### src/rtl/mem_arb_pkg.sv
// Shared types and defaults for the instruction/data memory-port arbiter.
package mem_arb_pkg;

  typedef enum logic [1:0] {
    IDLE = 2'd0,
    BUSY = 2'd1,
    DONE = 2'd2
  } state_t;

  localparam logic OWNER_I = 1'b0;
  localparam logic OWNER_D = 1'b1;

  localparam int ADDR_W_DEF = 28;
  localparam int DATA_W_DEF = 128;
  localparam int CNT_W_DEF  = 32;

endpackage

### src/rtl/mem_port_arbiter_if.sv
// Block read/write port: requester (master) drives read/write/addr/wdata, responder returns rdata/ready.
interface mem_port_arbiter_if #(
  parameter int ADDR_W = mem_arb_pkg::ADDR_W_DEF,
  parameter int DATA_W = mem_arb_pkg::DATA_W_DEF
);
  logic              read;
  logic              write;
  logic [ADDR_W-1:0] addr;
  logic [DATA_W-1:0] wdata;
  logic [DATA_W-1:0] rdata;
  logic              ready;

  modport master (output read, write, addr, wdata, input rdata, ready);
  modport slave  (input read, write, addr, wdata, output rdata, ready);
endinterface

### src/rtl/mem_arb_rr2.sv
// Two-way round-robin picker; on a tie the side that did not win last time is chosen.
module mem_arb_rr2
  import mem_arb_pkg::*;
(
  input  logic clk,
  input  logic proc_reset,
  input  logic req_i,
  input  logic req_d,
  input  logic upd,
  input  logic upd_owner,
  output logic grant_valid,
  output logic grant_owner
);

  logic last_q, last_d;

  always_comb begin
    last_d      = upd ? upd_owner : last_q;
    grant_valid = req_i | req_d;
    if (req_i && req_d) grant_owner = ~last_q;
    else                grant_owner = req_d ? OWNER_D : OWNER_I;
  end

  always_ff @(posedge clk or posedge proc_reset) begin
    if (proc_reset) last_q <= OWNER_I;
    else            last_q <= last_d;
  end

endmodule

### src/rtl/mem_port_arbiter.sv
// Shares one block memory port between I-side and D-side requesters, one transaction at a time.
// state | meaning: IDLE wait/arbitrate, BUSY strobe held until mem ready, DONE owner ready pulse
module mem_port_arbiter
  import mem_arb_pkg::*;
#(
  parameter int ADDR_W = ADDR_W_DEF,
  parameter int DATA_W = DATA_W_DEF,
  parameter int CNT_W  = CNT_W_DEF
) (
  input  logic                 clk,
  input  logic                 proc_reset,
  mem_port_arbiter_if.slave    i_port,
  mem_port_arbiter_if.slave    d_port,
  mem_port_arbiter_if.master   mem_port,
  output logic [CNT_W-1:0]     i_count,
  output logic [CNT_W-1:0]     d_count
);

  state_t            state_q, state_d;
  logic              owner_q, owner_d;
  logic              wr_q, wr_d;
  logic [ADDR_W-1:0] addr_q, addr_d;
  logic [DATA_W-1:0] wdata_q, wdata_d;
  logic              mem_read_q, mem_read_d;
  logic              mem_write_q, mem_write_d;
  logic              i_ready_q, i_ready_d;
  logic              d_ready_q, d_ready_d;
  logic [DATA_W-1:0] i_rdata_q, i_rdata_d;
  logic [DATA_W-1:0] d_rdata_q, d_rdata_d;
  logic [CNT_W-1:0]  i_count_q, i_count_d;
  logic [CNT_W-1:0]  d_count_q, d_count_d;

  logic req_i, req_d, rr_upd, grant_valid, grant_owner;

  assign req_i = i_port.read | i_port.write;
  assign req_d = d_port.read | d_port.write;

  mem_arb_rr2 u_rr (
    .clk         (clk),
    .proc_reset  (proc_reset),
    .req_i       (req_i),
    .req_d       (req_d),
    .upd         (rr_upd),
    .upd_owner   (owner_q),
    .grant_valid (grant_valid),
    .grant_owner (grant_owner)
  );

  always_comb begin
    state_d     = state_q;
    owner_d     = owner_q;
    wr_d        = wr_q;
    addr_d      = addr_q;
    wdata_d     = wdata_q;
    mem_read_d  = mem_read_q;
    mem_write_d = mem_write_q;
    i_ready_d   = 1'b0;
    d_ready_d   = 1'b0;
    i_rdata_d   = i_rdata_q;
    d_rdata_d   = d_rdata_q;
    i_count_d   = i_count_q;
    d_count_d   = d_count_q;
    rr_upd      = 1'b0;

    case (state_q)
      IDLE: begin
        if (grant_valid) begin
          owner_d = grant_owner;
          if (grant_owner == OWNER_D) begin
            wr_d    = d_port.write;
            addr_d  = d_port.addr;
            wdata_d = d_port.wdata;
          end else begin
            wr_d    = i_port.write;
            addr_d  = i_port.addr;
            wdata_d = i_port.wdata;
          end
          mem_read_d  = ~wr_d;
          mem_write_d = wr_d;
          state_d     = BUSY;
        end
      end
      BUSY: begin
        // Only the latched copies drive memory here; live requester inputs are ignored.
        if (mem_port.ready) begin
          mem_read_d  = 1'b0;
          mem_write_d = 1'b0;
          if (owner_q == OWNER_D) begin
            d_ready_d = 1'b1;
            if (!wr_q) d_rdata_d = mem_port.rdata;
          end else begin
            i_ready_d = 1'b1;
            if (!wr_q) i_rdata_d = mem_port.rdata;
          end
          state_d = DONE;
        end
      end
      DONE: begin
        rr_upd = 1'b1;
        if (owner_q == OWNER_D) d_count_d = d_count_q + 1'b1;
        else                    i_count_d = i_count_q + 1'b1;
        state_d = IDLE;
      end
      default: state_d = IDLE;
    endcase
  end

  always_ff @(posedge clk or posedge proc_reset) begin
    if (proc_reset) begin
      state_q     <= IDLE;
      owner_q     <= OWNER_I;
      wr_q        <= 1'b0;
      addr_q      <= '0;
      wdata_q     <= '0;
      mem_read_q  <= 1'b0;
      mem_write_q <= 1'b0;
      i_ready_q   <= 1'b0;
      d_ready_q   <= 1'b0;
      i_rdata_q   <= '0;
      d_rdata_q   <= '0;
      i_count_q   <= '0;
      d_count_q   <= '0;
    end else begin
      state_q     <= state_d;
      owner_q     <= owner_d;
      wr_q        <= wr_d;
      addr_q      <= addr_d;
      wdata_q     <= wdata_d;
      mem_read_q  <= mem_read_d;
      mem_write_q <= mem_write_d;
      i_ready_q   <= i_ready_d;
      d_ready_q   <= d_ready_d;
      i_rdata_q   <= i_rdata_d;
      d_rdata_q   <= d_rdata_d;
      i_count_q   <= i_count_d;
      d_count_q   <= d_count_d;
    end
  end

  assign mem_port.read  = mem_read_q;
  assign mem_port.write = mem_write_q;
  assign mem_port.addr  = addr_q;
  assign mem_port.wdata = wdata_q;
  assign i_port.rdata   = i_rdata_q;
  assign i_port.ready   = i_ready_q;
  assign d_port.rdata   = d_rdata_q;
  assign d_port.ready   = d_ready_q;
  assign i_count        = i_count_q;
  assign d_count        = d_count_q;

endmodule

### src/flat_wrapper.sv
// flat-port wrapper written by rule: the top's interface ports become plain ports
module mem_port_arbiter_flat import mem_arb_pkg::*;
#(
  parameter int ADDR_W = ADDR_W_DEF,
  parameter int DATA_W = DATA_W_DEF,
  parameter int CNT_W  = CNT_W_DEF
)
  (clk, proc_reset, i_count, d_count, i_port_read, i_port_write, i_port_addr, i_port_wdata, i_port_rdata, i_port_ready, d_port_read, d_port_write, d_port_addr, d_port_wdata, d_port_rdata, d_port_ready, mem_port_read, mem_port_write, mem_port_addr, mem_port_wdata, mem_port_rdata, mem_port_ready);
  mem_port_arbiter_if #(.ADDR_W(ADDR_W), .DATA_W(DATA_W)) i_port_i ();
  mem_port_arbiter_if #(.ADDR_W(ADDR_W), .DATA_W(DATA_W)) d_port_i ();
  mem_port_arbiter_if #(.ADDR_W(ADDR_W), .DATA_W(DATA_W)) mem_port_i ();
  input  logic clk;
  input  logic proc_reset;
  output logic [CNT_W-1:0] i_count;
  output logic [CNT_W-1:0] d_count;
  input wire logic [$bits(i_port_i.read)-1:0] i_port_read;
  input wire logic [$bits(i_port_i.write)-1:0] i_port_write;
  input wire logic [$bits(i_port_i.addr)-1:0] i_port_addr;
  input wire logic [$bits(i_port_i.wdata)-1:0] i_port_wdata;
  output wire logic [$bits(i_port_i.rdata)-1:0] i_port_rdata;
  output wire logic [$bits(i_port_i.ready)-1:0] i_port_ready;
  input wire logic [$bits(d_port_i.read)-1:0] d_port_read;
  input wire logic [$bits(d_port_i.write)-1:0] d_port_write;
  input wire logic [$bits(d_port_i.addr)-1:0] d_port_addr;
  input wire logic [$bits(d_port_i.wdata)-1:0] d_port_wdata;
  output wire logic [$bits(d_port_i.rdata)-1:0] d_port_rdata;
  output wire logic [$bits(d_port_i.ready)-1:0] d_port_ready;
  output wire logic [$bits(mem_port_i.read)-1:0] mem_port_read;
  output wire logic [$bits(mem_port_i.write)-1:0] mem_port_write;
  output wire logic [$bits(mem_port_i.addr)-1:0] mem_port_addr;
  output wire logic [$bits(mem_port_i.wdata)-1:0] mem_port_wdata;
  input wire logic [$bits(mem_port_i.rdata)-1:0] mem_port_rdata;
  input wire logic [$bits(mem_port_i.ready)-1:0] mem_port_ready;
  assign i_port_i.read = i_port_read;
  assign i_port_i.write = i_port_write;
  assign i_port_i.addr = i_port_addr;
  assign i_port_i.wdata = i_port_wdata;
  assign i_port_rdata = i_port_i.rdata;
  assign i_port_ready = i_port_i.ready;
  assign d_port_i.read = d_port_read;
  assign d_port_i.write = d_port_write;
  assign d_port_i.addr = d_port_addr;
  assign d_port_i.wdata = d_port_wdata;
  assign d_port_rdata = d_port_i.rdata;
  assign d_port_ready = d_port_i.ready;
  assign mem_port_read = mem_port_i.read;
  assign mem_port_write = mem_port_i.write;
  assign mem_port_addr = mem_port_i.addr;
  assign mem_port_wdata = mem_port_i.wdata;
  assign mem_port_i.rdata = mem_port_rdata;
  assign mem_port_i.ready = mem_port_ready;
  mem_port_arbiter #(.ADDR_W(ADDR_W), .DATA_W(DATA_W), .CNT_W(CNT_W)) u_core (.clk(clk), .proc_reset(proc_reset), .i_port(i_port_i), .d_port(d_port_i), .mem_port(mem_port_i), .i_count(i_count), .d_count(d_count));
endmodule
### config.mk
export PLATFORM = sky130hd
export DESIGN_NAME = mem_port_arbiter_flat
export DESIGN_NICKNAME = d
export VERILOG_FILES = /design/src/rtl/mem_arb_pkg.sv /design/src/rtl/mem_port_arbiter_if.sv /design/src/rtl/mem_arb_rr2.sv /design/src/rtl/mem_port_arbiter.sv /design/src/flat_wrapper.sv
export SDC_FILE = /design/constraint.sdc
export NUM_CORES = 1
export LEC_CHECK = 0
export CAP_MARGIN = 30
export CORE_AREA = 2 2 362 364
export CTS_CLUSTER_SIZE = 24
export DETAILED_ROUTE_END_ITERATION = 7
export DIE_AREA = 0 0 364 366
export DONT_BUFFER_PORTS = 1
export PLACE_DENSITY = 0.33
export REMOVE_ABC_BUFFERS = 1
export SYNTH_ARGS = -nofsm -noshare
export SYNTH_HDL_FRONTEND = slang
export SYNTH_SLANG_ARGS = --single-unit
### constraint.sdc
create_clock -name clk -period 17.6 [get_ports clk]
set_input_delay 1.76 -clock clk [delete_from_list [all_inputs] [get_ports clk]]
set_output_delay 1.76 -clock clk [all_outputs]
set_load 0.005 [all_outputs]
; ---- Yosys cells after proc, flatten, opt, wreduce, memory -nomap -nowiden
; Index checks and enable logic that the tools add are counted.
[word_totals]
register_bits = 485
latchBits = 0
mem_bits_rw = 0
rom_bits = 0
out_inout_bits = 480
wordCells = 59
memories = 0
[classes]
n_addsub = 2
n_mul = 0
div = 0
n_lt_le_gt_ge = 0
n_eq_ne = 4
shift = 0
mux = 22
bitwise = 7
reduce_logical = 10
[ops]
columns = cell, count
row1 = 2-to-1 mux 128 bit, 1
row2 = "adder 32 x 1 -> 32 bit, second input constant", 2
row3 = 2-to-1 mux 28 bit, 1
row4 = 2-to-1 mux 1 bit, 15
row5 = AND reduction 2 bit, 4
row6 = AND reduction 4 bit, 2
row7 = 2-to-1 mux 2 bit, 2
row8 = NOT 1 bit, 4
row9 = one-hot mux 1 bit (2 select lines), 2
row10 = one-hot mux 2 bit (2 select lines), 1
row11 = bitwise OR 1 bit, 3
row12 = AND reduction 3 bit, 1
row13 = "equality test 2 x 1 -> 1 bit, second input constant", 1
row14 = "equality test 2 bit, second input constant", 1
row15 = zero test 2 bit, 1
row16 = "inequality test 2 x 1 -> 1 bit, second input constant", 1
row17 = "inequality test 2 bit, second input constant", 1
row18 = nonzero test 2 bit, 1
row19 = logical AND 1 bit, 1

; ---- Logic depth before layout (Yosys ltp)
; Gate-level depths: netlist of run 1.
[depth]
word_depth = 9
depth_mapped = 7

; ---- Modules after synthesis
; Synthesis of run 1 repeated with hierarchy kept, for this count alone.
[hier_totals]
cells_unflattened = 1515
area_unflattened_um2 = 19972.9
[by_module_without_submodules]
columns = module, n_inst, cells_each, area_per_inst_um2
row1 = mem_port_arbiter, 1, 1510, 19915.4
row2 = mem_arb_rr2, 1, 5, 57.6

; ---- Worst setup path after synthesis of run 1
; OpenSTA, ideal clock, no wires.
[synth_timing]
kind = input port to flip-flop
start = input mem_port_ready
end = register u_core.d_rdata_q[100], in the netlist u_core.d_port.rdata[100]
setup_ns = 0.125
arrival_time_ns = 2.946
slack_ns = 14.529
cell_stages = 7
n_path_buf = 3
cell_sequence = inv_1 > or2_1 > buf_2 > nor3_2 > buf_4 > buf_6 > mux2_2
[synth_via]
elab_chain_cells = 1
[synth_rtl]
columns = element, line_no
row1 = start: declaration, flat_wrapper.sv:33  ; input wire logic [$bits(mem_port_i.ready)-1:0] mem_port_ready;
row2 = AND reduction 4 bit (no source line), n/a
row3 = end signal: assignment, mem_port_arbiter.sv:134  ; d_rdata_q <= d_rdata_d;
row4 = end: declaration, mem_port_arbiter.sv:29  ; logic [DATA_W-1:0] d_rdata_q, d_rdata_d;
; Every way passes these cells.
; A chain may end at the register's enable or synchronous reset.

; ---- Worst setup path in the final report of run 1
[layout_timing]
start = input mem_port_ready
end = register u_core.d_rdata_q[56], in the netlist u_core.d_port.rdata[56]
; The elaborated chain is that of the path after synthesis.

==> results of run 1 <==
[metrics by stage]
step	area, um^2	cells	util [%]	worst slack [ns]	power, W
CTS	23900	3289	18.53	13.39	0.004448
finish	23990	3303	18.60	13.40	0.004336
global placement	21790	3178	16.89	12.70	0.003088
floorplan	19430	1421	-	2.306	0.002762
global route	23980	3299	18.59	13.25	0.004639
detailed placement	21840	3180	16.93	12.67	0.003117
[synthesized netlist by cell type, drive strengths merged (2+ instances only)]
cell / number / area share, %
clkbuf: 26 / 0.49
nor4: 6 / 0.33
inv: 11 / 0.21
mux2: 258 / 15
and2: 2 / 0.063
nor3b: 4 / 0.25
nand2: 175 / 3.3
mux2i: 156 / 7.8
xnor2: 44 / 1.9
and3: 11 / 0.34
and4: 5 / 0.22
buf: 59 / 2.3
ha: 2 / 0.13
a21oi: 2 / 0.050
or4: 2 / 0.094
dfrtp: 485 / 61
nor3: 6 / 0.23
xor2: 18 / 0.79
nand4bb: 2 / 0.19
nor2: 13 / 0.24
o21ai: 162 / 4.1
nand4: 26 / 0.85
nand3: 24 / 0.60
[cell families (layout without fill, tap and decap cells)]
kind of cell / Yosys count / count (layout) / synth area share (%)
other: 0 / 12 / 0
adders and majority gates: 2 / 2 / 0.1252
and+or+nand+nor: 280 / 280 / 6.860
AOI/OAI and AO/OA: 167 / 167 / 4.231
muxes: 414 / 414 / 22.35
buffers and inverters: 96 / 139 / 3.004
xor gates and xnor gates: 62 / 62 / 2.717
DFF: 485 / 485 / 60.72
[path summary, 6_finish.rpt]
path                            slack, ns                         to                     from
max in group asynchronous           14.30    u_core.i_port.rdata[85]               proc_reset
worst min register to register       0.51    u_core.i_port.rdata[12]  u_core.i_port.rdata[12]
worst min-delay path                 0.51    u_core.i_port.rdata[12]  u_core.i_port.rdata[12]
worst max-delay path                13.40    u_core.d_port.rdata[56]           mem_port_ready
min in group asynchronous            1.05  u_core.mem_port.wdata[51]               proc_reset
worst max register to register      13.90    u_core.d_port.rdata[56]        u_core.state_q[1]
[cell type report]
cell class                      count  area [um^2]
Fill cell                       13970       105000
Sequential cell                   485        12140
Multi-Input combinational cell    925         7284
Tap cell                         1742         2180
Clock buffer                       89         1772
Clock inverter                     20        289.0
Timing Repair Buffer               19        247.7
Inverter                           11        48.80
Antenna cell                       12        30.03
[cell usage in the layout, fill, tap and decap left out, types with 14 or more instances in the layout]
| cell | netlist | routed |
|---|---|---|
| xor2_1 | 18 | 18 |
| clkbuf_8 | 0 | 14 |
| dfrtp_1 | 485 | 485 |
| o21ai_0 | 161 | 161 |
| clkbuf_1 | 26 | 14 |
| mux2_1 | 102 | 102 |
| clkbuf_16 | 0 | 61 |
| mux2i_1 | 156 | 156 |
| xnor2_1 | 44 | 44 |
| nand2_1 | 175 | 175 |
| nand4_1 | 25 | 25 |
| mux2_2 | 156 | 156 |
| nand3_1 | 24 | 24 |
[sequential cells by signal (all words and copies together), names as in the netlist]
name / count
u_core.state_q: 2
u_core.wr_q: 1
u_core.i_port.rdata: 128
u_core.mem_port.wdata: 128
u_core.mem_port.read: 1
u_core.d_port.rdata: 128
u_core.owner_q: 1
u_core.i_port.ready: 1
u_core.mem_port.addr: 28
u_core.u_rr.last_q: 1
u_core.mem_port.write: 1
u_core.i_count: 32
u_core.d_count: 32
u_core.d_port.ready: 1
[power breakdown]
part / internal, W / switching [W]
registers: 0.00162 / 0.000575
logic: 0.000421 / 0.000434
clock network: 0.000793 / 0.000499
total: 0.00283 / 0.00151
[routing by layer]
metal | track usage, % | vias up | wire [um]
met1 | 11.84 | 6045 | 27570
met3 | 4.327 | 115 | 7901
li1 | - | 5277 | -
met5 | 0 | - | 41
met4 | 3.248 | 6 | 2158
met2 | 19.00 | 633 | 37360
==> metrics.csv, run 1 <==
metric,value,unit
hold crit path type,reg2reg,
worst endpoint data arrival time,4.72,ns
I/O pins,927,
"Cell Area, Synth",19990,um^2
routed vias/inst,3.656,
largest net degree at the start of global routing,230,
CP Depth,7,
initial antenna violation count,24,
max-cap violation count,0,
Fmax,237.9,MHz
slew margin rel.,30.87,%
Main synth FF type,dfrtp_1,
global-route wire length before repair,103600,um
RSZ-0062 raised after global routing,no,
#FFs+latches synth,485,
chip width,364,um
Fin Hold WS,0.5110,ns
Total GRT Usage,10.81,%
dpl hpwl,59110,um
Starting Density,15.50,%
Critical path buffers and inverters,4,
CTS tree,built,
Worst Skew,0.03083,ns
sequential-to-total area share from yosys stat,60.72,%
Final GP Congestion,0.8799,
CTS sink cnt,485,
crit-path most repeated cell,buf_4,
"CP delay by family, top",buffers and inverters,
Die ar.,133200,um^2
Layout area overhead,20.00,%
grt ovf,0,
Skew-Pair Late Insertion Delay,0.64,ns
crit-path max cell delay,0.79,ns
DR iter-0 viols,512,
Leakage Power,10.06,nW
cell area power density,180.8,nW/um^2
Crit Path Category,in2reg,
Resized Gates After CTS,0,
Post-synth ARST share,100.0,%
R2R depth,7,
Root Buffer,clkbuf_16,
Vias,12080,
Rows,132,
Post-Syn Instances,1506,
Post-Route WL,75040,um
Yosys warnings,0,
"EDFF count, synth",0,
cts hold-fix bufs,0,
synthesized area per cell,13.27,um^2
Startpoint Class,input pin,
max-slew violations,0,
share of layout cells above drive strength 1,18.59,%
area of the core,129000,um^2
post-DR wirelength/cell,22.72,um
setup_tns,0,ns
CP max stage cell,buf_4,
Post-CTS Setup Inserts,0,
Nets,1951,
htree depth,2,
CTS clock-pin slew for the worst setup and hold paths,0.06,ns
critical path peak fanout,60,
crit-path cells,inv_1 > or2_1 > nor3_4 > buf_4 > buf_4 > buf_4 > mux2_2,
measured slew at the worst slew-check pin,1.037,ns
die height,366,um
fin crit share,23.89,%
detailed-router iteration count before antenna repair,4,
hold depth,1,
Setup-failing EPs final,0,
WP data required,18.11,ns
post-layout min period,4.204,ns
TritonCTS Buffers,60,
clk buf depth,3,
port bufs,0,
number of global-route vias before repair,12840,
Worst VDD drop,122.4,uV
Final Hold Viols,0,
element type at the critical path end,register,
Antenna Nets Post-Route,0,
status,"finished, final reports clean",
post-synth cell types,40,
Remaining DRCs,0,
No activity file was read; power rests on OpenSTA's default activity.
==> inputs of run 2 (changes only) <==
==> constraint.sdc (replaced) <==
create_clock -name clk -period 4.3 [get_ports clk]
set_input_delay 0.43 -clock clk [delete_from_list [all_inputs] [get_ports clk]]
set_output_delay 0.43 -clock clk [all_outputs]
set_load 0.005 [all_outputs]
==> run 2 against run 1 <==
Critical path type is now reg2reg. First-iteration DRC count increased by 3.1%. Critical endpoint is now u_core.mem_port.wdata[65]. Via count increased by 13%. Highest routed layer unchanged. Setup slack got worse by 12 ns.
==> metrics.csv, run 2 (synthesized netlist as in run 1, its figures left out) <==
metric,value,unit,change
CTS tree,built,,unchanged
status,"finished, final reports clean",,unchanged
port bufs,0,,unchanged
Rows,132,,unchanged
WP data required,4.79,ns,was 18.11 ns
critical path peak fanout,98,,was 60
DR iter-0 viols,528,,was 512
CTS sink cnt,485,,unchanged
Final GP Congestion,0.8690,,was 0.8799
setup_tns,0,ns,unchanged
die height,366,um,unchanged
Vias,13640,,was 12080
I/O pins,927,,unchanged
Remaining DRCs,0,,unchanged
"commonest non-fill, non-tap cell in the layout",dfrtp_1,,unchanged
CTS clock-pin slew for the worst setup and hold paths,0.06,ns,about the same
Fin Hold WS,0.05551,ns,was 0.5110 ns
Worst VDD drop,313.2,uV,was 122.4 uV
Skew-Pair Late Insertion Delay,0.64,ns,about the same
Antenna Nets Post-Route,0,,unchanged
pre-CTS setup slack,1.724,ns,was 12.67 ns
Root Buffer,clkbuf_16,,unchanged
TritonCTS Buffers,58,,was 60
Post-CTS Setup Inserts,0,,unchanged
share of layout cells above drive strength 1,15.23,%,was 18.59%
initial antenna violation count,30,,was 24
fill cell count,13760,,was 13970
Crit Path Category,reg2reg,,was in2reg
dpl hpwl,60070,um,was 59110 um
post-layout min period,2.710,ns,
measured slew at the worst slew-check pin,1.017,ns,was 1.037 ns
Total GRT Usage,11.20,%,was 10.81%
Layout area overhead,38.86,%,was 20.00%
post-DR wirelength/cell,21.24,um,was 22.72 um
Starting Density,15.50,%,unchanged
chip width,364,um,unchanged
Final Hold Viols,0,,unchanged
multi-input logic area,7284,um^2,unchanged
largest net degree at the start of global routing,145,,was 230
detailed-router iteration count before antenna repair,4,,unchanged
number of global-route vias before repair,14500,,was 12840
Setup-failing EPs final,0,,unchanged
grt ovf,0,,unchanged
Post-Route WL,78030,um,was 75040 um
element type at the critical path end,register,,unchanged
global-route wire length before repair,108900,um,was 103600 um
slew margin rel.,32.21,%,was 30.87%
hold crit path type,in2reg,,was reg2reg
max-slew violations,0,,unchanged
routed vias/inst,3.713,,was 3.656
Startpoint Class,register,,was input pin
RSZ-0062 raised after global routing,no,,unchanged
clk buf depth,3,,unchanged
Worst Skew,0.02363,ns,was 0.03083 ns
worst endpoint data arrival time,3.20,ns,was 4.72 ns
Final Util,21.52,%,was 18.60%
cell area power density,661.8,nW/um^2,was 180.8 nW/um^2
final setup margin,1.590,ns,was 13.40 ns
htree depth,2,,unchanged
sequential standard cell area,12140,um^2,unchanged
Die ar.,133200,um^2,unchanged
Fmax,369.0,MHz,
area of the core,129000,um^2,unchanged
max-cap violation count,0,,unchanged
Leakage Power,11.63,nW,was 10.06 nW
most frequent cells in the layout,"dfrtp_1 (485), dlygate4sd3_1 (365), nand2_1 (175)",,"was dfrtp_1 (485), nand2_1 (175), o21ai_0 (161)"
fin crit share,63.03,%,
Nets,2320,,was 1951
-- run 2: cell types whose count changed in the layout (fill, tap and decap cells not counted), moves of 3 or more --
| cell | change |
|---|---|
| diode_2 | +3 |
| dlygate4sd3_1 | +365 |
| buf_16 | -4 |
| buf_12 | +10 |
| clkinv_2 | -4 |
| clkbuf_8 | +4 |
-- run 2: cell type report --
cell class / count / area share (%)
sequential: 485 / 43.73
multi-input combinational: 925 / 26.24
timing repair buffer: 390 / 14.38
tap: 1742 / 7.853
clock buffer: 90 / 6.387
clock inverter: 16 / 1.100
inverter: 11 / 0.1758
antenna: 15 / 0.1352
-- run 2: metal layers --
metal	up-vias	GRT usage [%]	wire (um)
li1	6045	-	-
met1	6823	12.41	29420
met2	624	19.64	38830
met3	134	3.888	7016
met4	16	4.070	2661
met5	-	0	92
-- run 2: worst max-delay path, stage by stage (launching register included) --
cell and delay, ns:
dfrtp_1 0.37, o21ai_0 0.18, o21ai_4 0.27, buf_12 0.37, mux2i_1 0.31, dlygate4sd3_1 0.59
o21ai_0 0.07
-- run 2: final timing paths --
check / startpoint / slack [ns] / to / cells past startpoint
min in group asynchronous: proc_reset / 0.46 / u_core.mem_port.wdata[17] / 2
max in group asynchronous: proc_reset / 2.83 / u_core.i_port.rdata[57] / 3
max: u_core.u_rr.last_q / 1.59 / u_core.mem_port.wdata[65] / 6
min reg2reg: u_core.d_count[31] / 0.50 / u_core.d_count[31] / 1
max reg2reg: u_core.u_rr.last_q / 1.59 / u_core.mem_port.wdata[65] / 6
min: i_port_addr[17] / 0.06 / u_core.mem_port.addr[17] / 2
-- run 2: through the flow --
stage,cell area (um^2),std cells,power [W]
floorplan,19430,1421,0.01131
global placement,21990,3188,0.01273
detailed placement,21990,3188,0.01286
CTS,27720,3659,0.01883
global route,27750,3672,0.01963
finish,27760,3674,0.01837
-- run 2: timing repair --
action,CTS,global route
hold endpoints to repair,458,0
hold buffers,365,0
resized for setup,0,0
-- run 2: power by group --
group | total, W | switching (W) | internal (W)
Combinational | 0.00411 | 0.00195 | 0.00216
Clock | 0.00530 | 0.00201 | 0.00329
Sequential | 0.00896 | 0.00235 | 0.00661
==> inputs of run 3 (changes only) <==
--- a/config.mk
+++ b/config.mk
@@ -11,7 +11,7 @@
 export DETAILED_ROUTE_END_ITERATION = 7
 export DIE_AREA = 0 0 364 366
 export DONT_BUFFER_PORTS = 1
-export PLACE_DENSITY = 0.33
+export PLACE_DENSITY = 0.34
 export REMOVE_ABC_BUFFERS = 1
 export SYNTH_ARGS = -nofsm -noshare
 export SYNTH_HDL_FRONTEND = slang
==> constraint.sdc (replaced) <==
create_clock -name clk -period 2.4 [get_ports clk]
set_input_delay 0.24 -clock clk [delete_from_list [all_inputs] [get_ports clk]]
set_output_delay 0.24 -clock clk [all_outputs]
set_load 0.005 [all_outputs]
==> run 3 against run 2 <==
Via count is 3.1% higher. Setup slack worse by 1.5 ns. Die area stayed put. Global-route usage is 0.31 points higher. Sequential share of layout area is 1.9 points lower. Register-to-register slack worse by 1.5 ns. Critical path type unchanged. Largest cell class unchanged. Highest routed layer unchanged.
==> metrics.csv, run 3 (synthesized netlist as in run 1, its figures left out) <==
metric,value,unit,change
sequential standard cell area,12140,um^2,unchanged
power share of the sequential group,48.5,%,was 48.8%
die height,366,um,unchanged
worst endpoint data arrival time,2.73,ns,was 3.20 ns
max-slew violations,0,,unchanged
share of layout cells above drive strength 1,16.93,%,was 15.23%
fin crit share,94.38,%,was 63.03%
max-cap violation count,0,,unchanged
final setup margin,0.1349,ns,was 1.590 ns
detailed-router iteration count before antenna repair,5,,was 4
TritonCTS Buffers,59,,was 58
Setup-failing EPs final,0,,unchanged
Die ar.,133200,um^2,unchanged
critical path peak fanout,37,,was 98
Comb power frac,23.4,%,was 22.4%
area of the core,129000,um^2,unchanged
Final Hold Viols,0,,unchanged
Net Switching,0.01171,W,was 0.006304 W
switch share,35.00,%,was 34.32%
Clock power frac,28.1,%,was 28.9%
post-DR wirelength/cell,21.26,um,was 21.24 um
CTS sink cnt,485,,unchanged
htree depth,2,,unchanged
Leakage Power,12.23,nW,was 11.63 nW
global-route wire length before repair,112400,um,was 108900 um
Fmax,441.5,MHz,was 369.0 MHz
Worst Skew,0.03055,ns,was 0.02363 ns
Crit Path Category,reg2reg,,unchanged
CP max stage cell,dlygate4sd3_1,,unchanged
chip width,364,um,unchanged
grt ovf,0,,unchanged
Vias,14060,,was 13640
Rows,132,,unchanged
Antenna Nets Post-Route,0,,unchanged
Final GP Congestion,0.8491,,was 0.8690
hold crit path type,in2reg,,unchanged
Nets,2450,,was 2320
crit-path max cell delay,0.67,ns,was 0.59 ns
Startpoint Class,register,,unchanged
Critical path buffers and inverters,2,,unchanged
"commonest non-fill, non-tap cell in the layout",dfrtp_1,,unchanged
Post-Route WL,80730,um,was 78030 um
Starting Density,15.50,%,unchanged
port bufs,0,,unchanged
initial antenna violation count,17,,was 30
CTS clock-pin slew for the worst setup and hold paths,0.05,ns,was 0.06 ns
setup_tns,0,ns,unchanged
internal cell power,0.02175,W,was 0.01207 W
status,"finished, final reports clean",,unchanged
multi-input logic area,7284,um^2,unchanged
I/O pins,927,,unchanged
post-layout min period,2.265,ns,was 2.710 ns
largest net degree at the start of global routing,92,,was 145
crit-path cells,buf_4 > a211o_4 > a21oi_1 > dlygate4sd3_1 > a21oi_1,,was o21ai_0 > o21ai_4 > buf_12 > mux2i_1 > dlygate4sd3_1 > o21ai_0
Remaining DRCs,0,,unchanged
cell area power density,1154,nW/um^2,was 661.8 nW/um^2
clk buf depth,3,,unchanged
number of global-route vias before repair,15410,,was 14500
Final Util,22.48,%,was 21.52%
measured slew at the worst slew-check pin,0.7323,ns,was 1.017 ns
element type at the critical path end,register,,unchanged
"CP delay by family, top",compound AO/OA/AOI/OAI gates,,was buffers and inverters
dpl hpwl,62560,um,was 60070 um
WP data required,2.87,ns,was 4.79 ns
DR iter-0 viols,410,,was 528
fill cell count,13630,,was 13760
Worst VDD drop,581.0,uV,was 313.2 uV
slew margin rel.,50.73,%,was 32.21%
Total GRT Usage,11.51,%,was 11.20%
CTS tree,built,,unchanged
most frequent cells in the layout,"dfrtp_1 (485), dlygate4sd3_1 (444), nand2_1 (175)",,"was dfrtp_1 (485), dlygate4sd3_1 (365), nand2_1 (175)"
pre-CTS setup slack,0.2974,ns,was 1.724 ns
routed vias/inst,3.702,,was 3.713
Layout area overhead,45.04,%,was 38.86%
RSZ-0062 raised after global routing,no,,unchanged
Fin Hold WS,0.07982,ns,was 0.05551 ns
crit-path most repeated cell,a21oi_1,,was o21ai_0
Skew-Pair Late Insertion Delay,0.64,ns,about the same
Root Buffer,clkbuf_16,,unchanged
## run 3: path summary, 6_finish.rpt
path | startpoint | endpoint | slack [ns] | cells after the start
max | u_core.state_q[1] | u_core.mem_port.read | 0.13 | 5
max reg2reg | u_core.state_q[1] | u_core.mem_port.read | 0.13 | 5
min reg2reg | u_core.d_count[31] | u_core.d_count[31] | 0.51 | 1
min in group asynchronous | proc_reset | u_core.i_port.rdata[125] | 0.17 | 2
max in group asynchronous | proc_reset | u_core.i_port.rdata[95] | 1.27 | 3
min | mem_port_ready | u_core.d_port.ready | 0.08 | 3
## run 3: area by class of cell
| cell class | instances | area share, % |
|---|---|---|
| Clock buffer | 88 | 6.094 |
| Tap cell | 1742 | 7.518 |
| Antenna cell | 6 | 0.05179 |
| Timing Repair Buffer | 519 | 18.13 |
| Clock inverter | 22 | 1.049 |
| Multi-Input combinational cell | 925 | 25.13 |
| Sequential cell | 485 | 41.86 |
| Inverter | 11 | 0.1683 |
## run 3: per-stage QoR
stage	cell area, um^2	instances	total power (W)
6_report	28990	3798	0.03345
5_1_grt	28990	3798	0.03573
4_1_cts	28890	3783	0.03415
3_5_place_dp	22370	3229	0.02355
3_3_place_gp	22370	3229	0.02332
2_1_floorplan	19430	1421	0.01890
## run 3: tightest hold or removal path: stages
cell and delay [ns]:
inv_1 0.03, or2_1 0.30, nor2_1 0.07
## run 3: power groups by stage
stage | clock [W] | combinational (W) | sequential, W
after global placement | 0 | 0.00662 | 0.0167
after CTS | 0.00977 | 0.00784 | 0.0165
final | 0.00940 | 0.00784 | 0.0162
after detailed placement | 0 | 0.00691 | 0.0166
after floorplan | 0 | 0.00488 | 0.0140
after global routing | 0.0101 | 0.00880 | 0.0168
## run 3: routing by layer
| layer | track usage [%] | up-vias | routed length, um |
|---|---|---|---|
| met1 | 12.31 | 7033 | 29590 |
| li1 | - | 6274 | - |
| met2 | 21.37 | 641 | 42220 |
| met5 | 0 | - | 40 |
| met4 | 2.976 | 6 | 1897 |
| met3 | 3.849 | 106 | 6982 |
## run 3: what timing repair did
item,4_1_cts,5_1_grt
resized for setup,0,2
hold buffers,444,0
buffers inserted,0,7
hold endpoints to repair,574,0
setup endpoints to repair,0,34
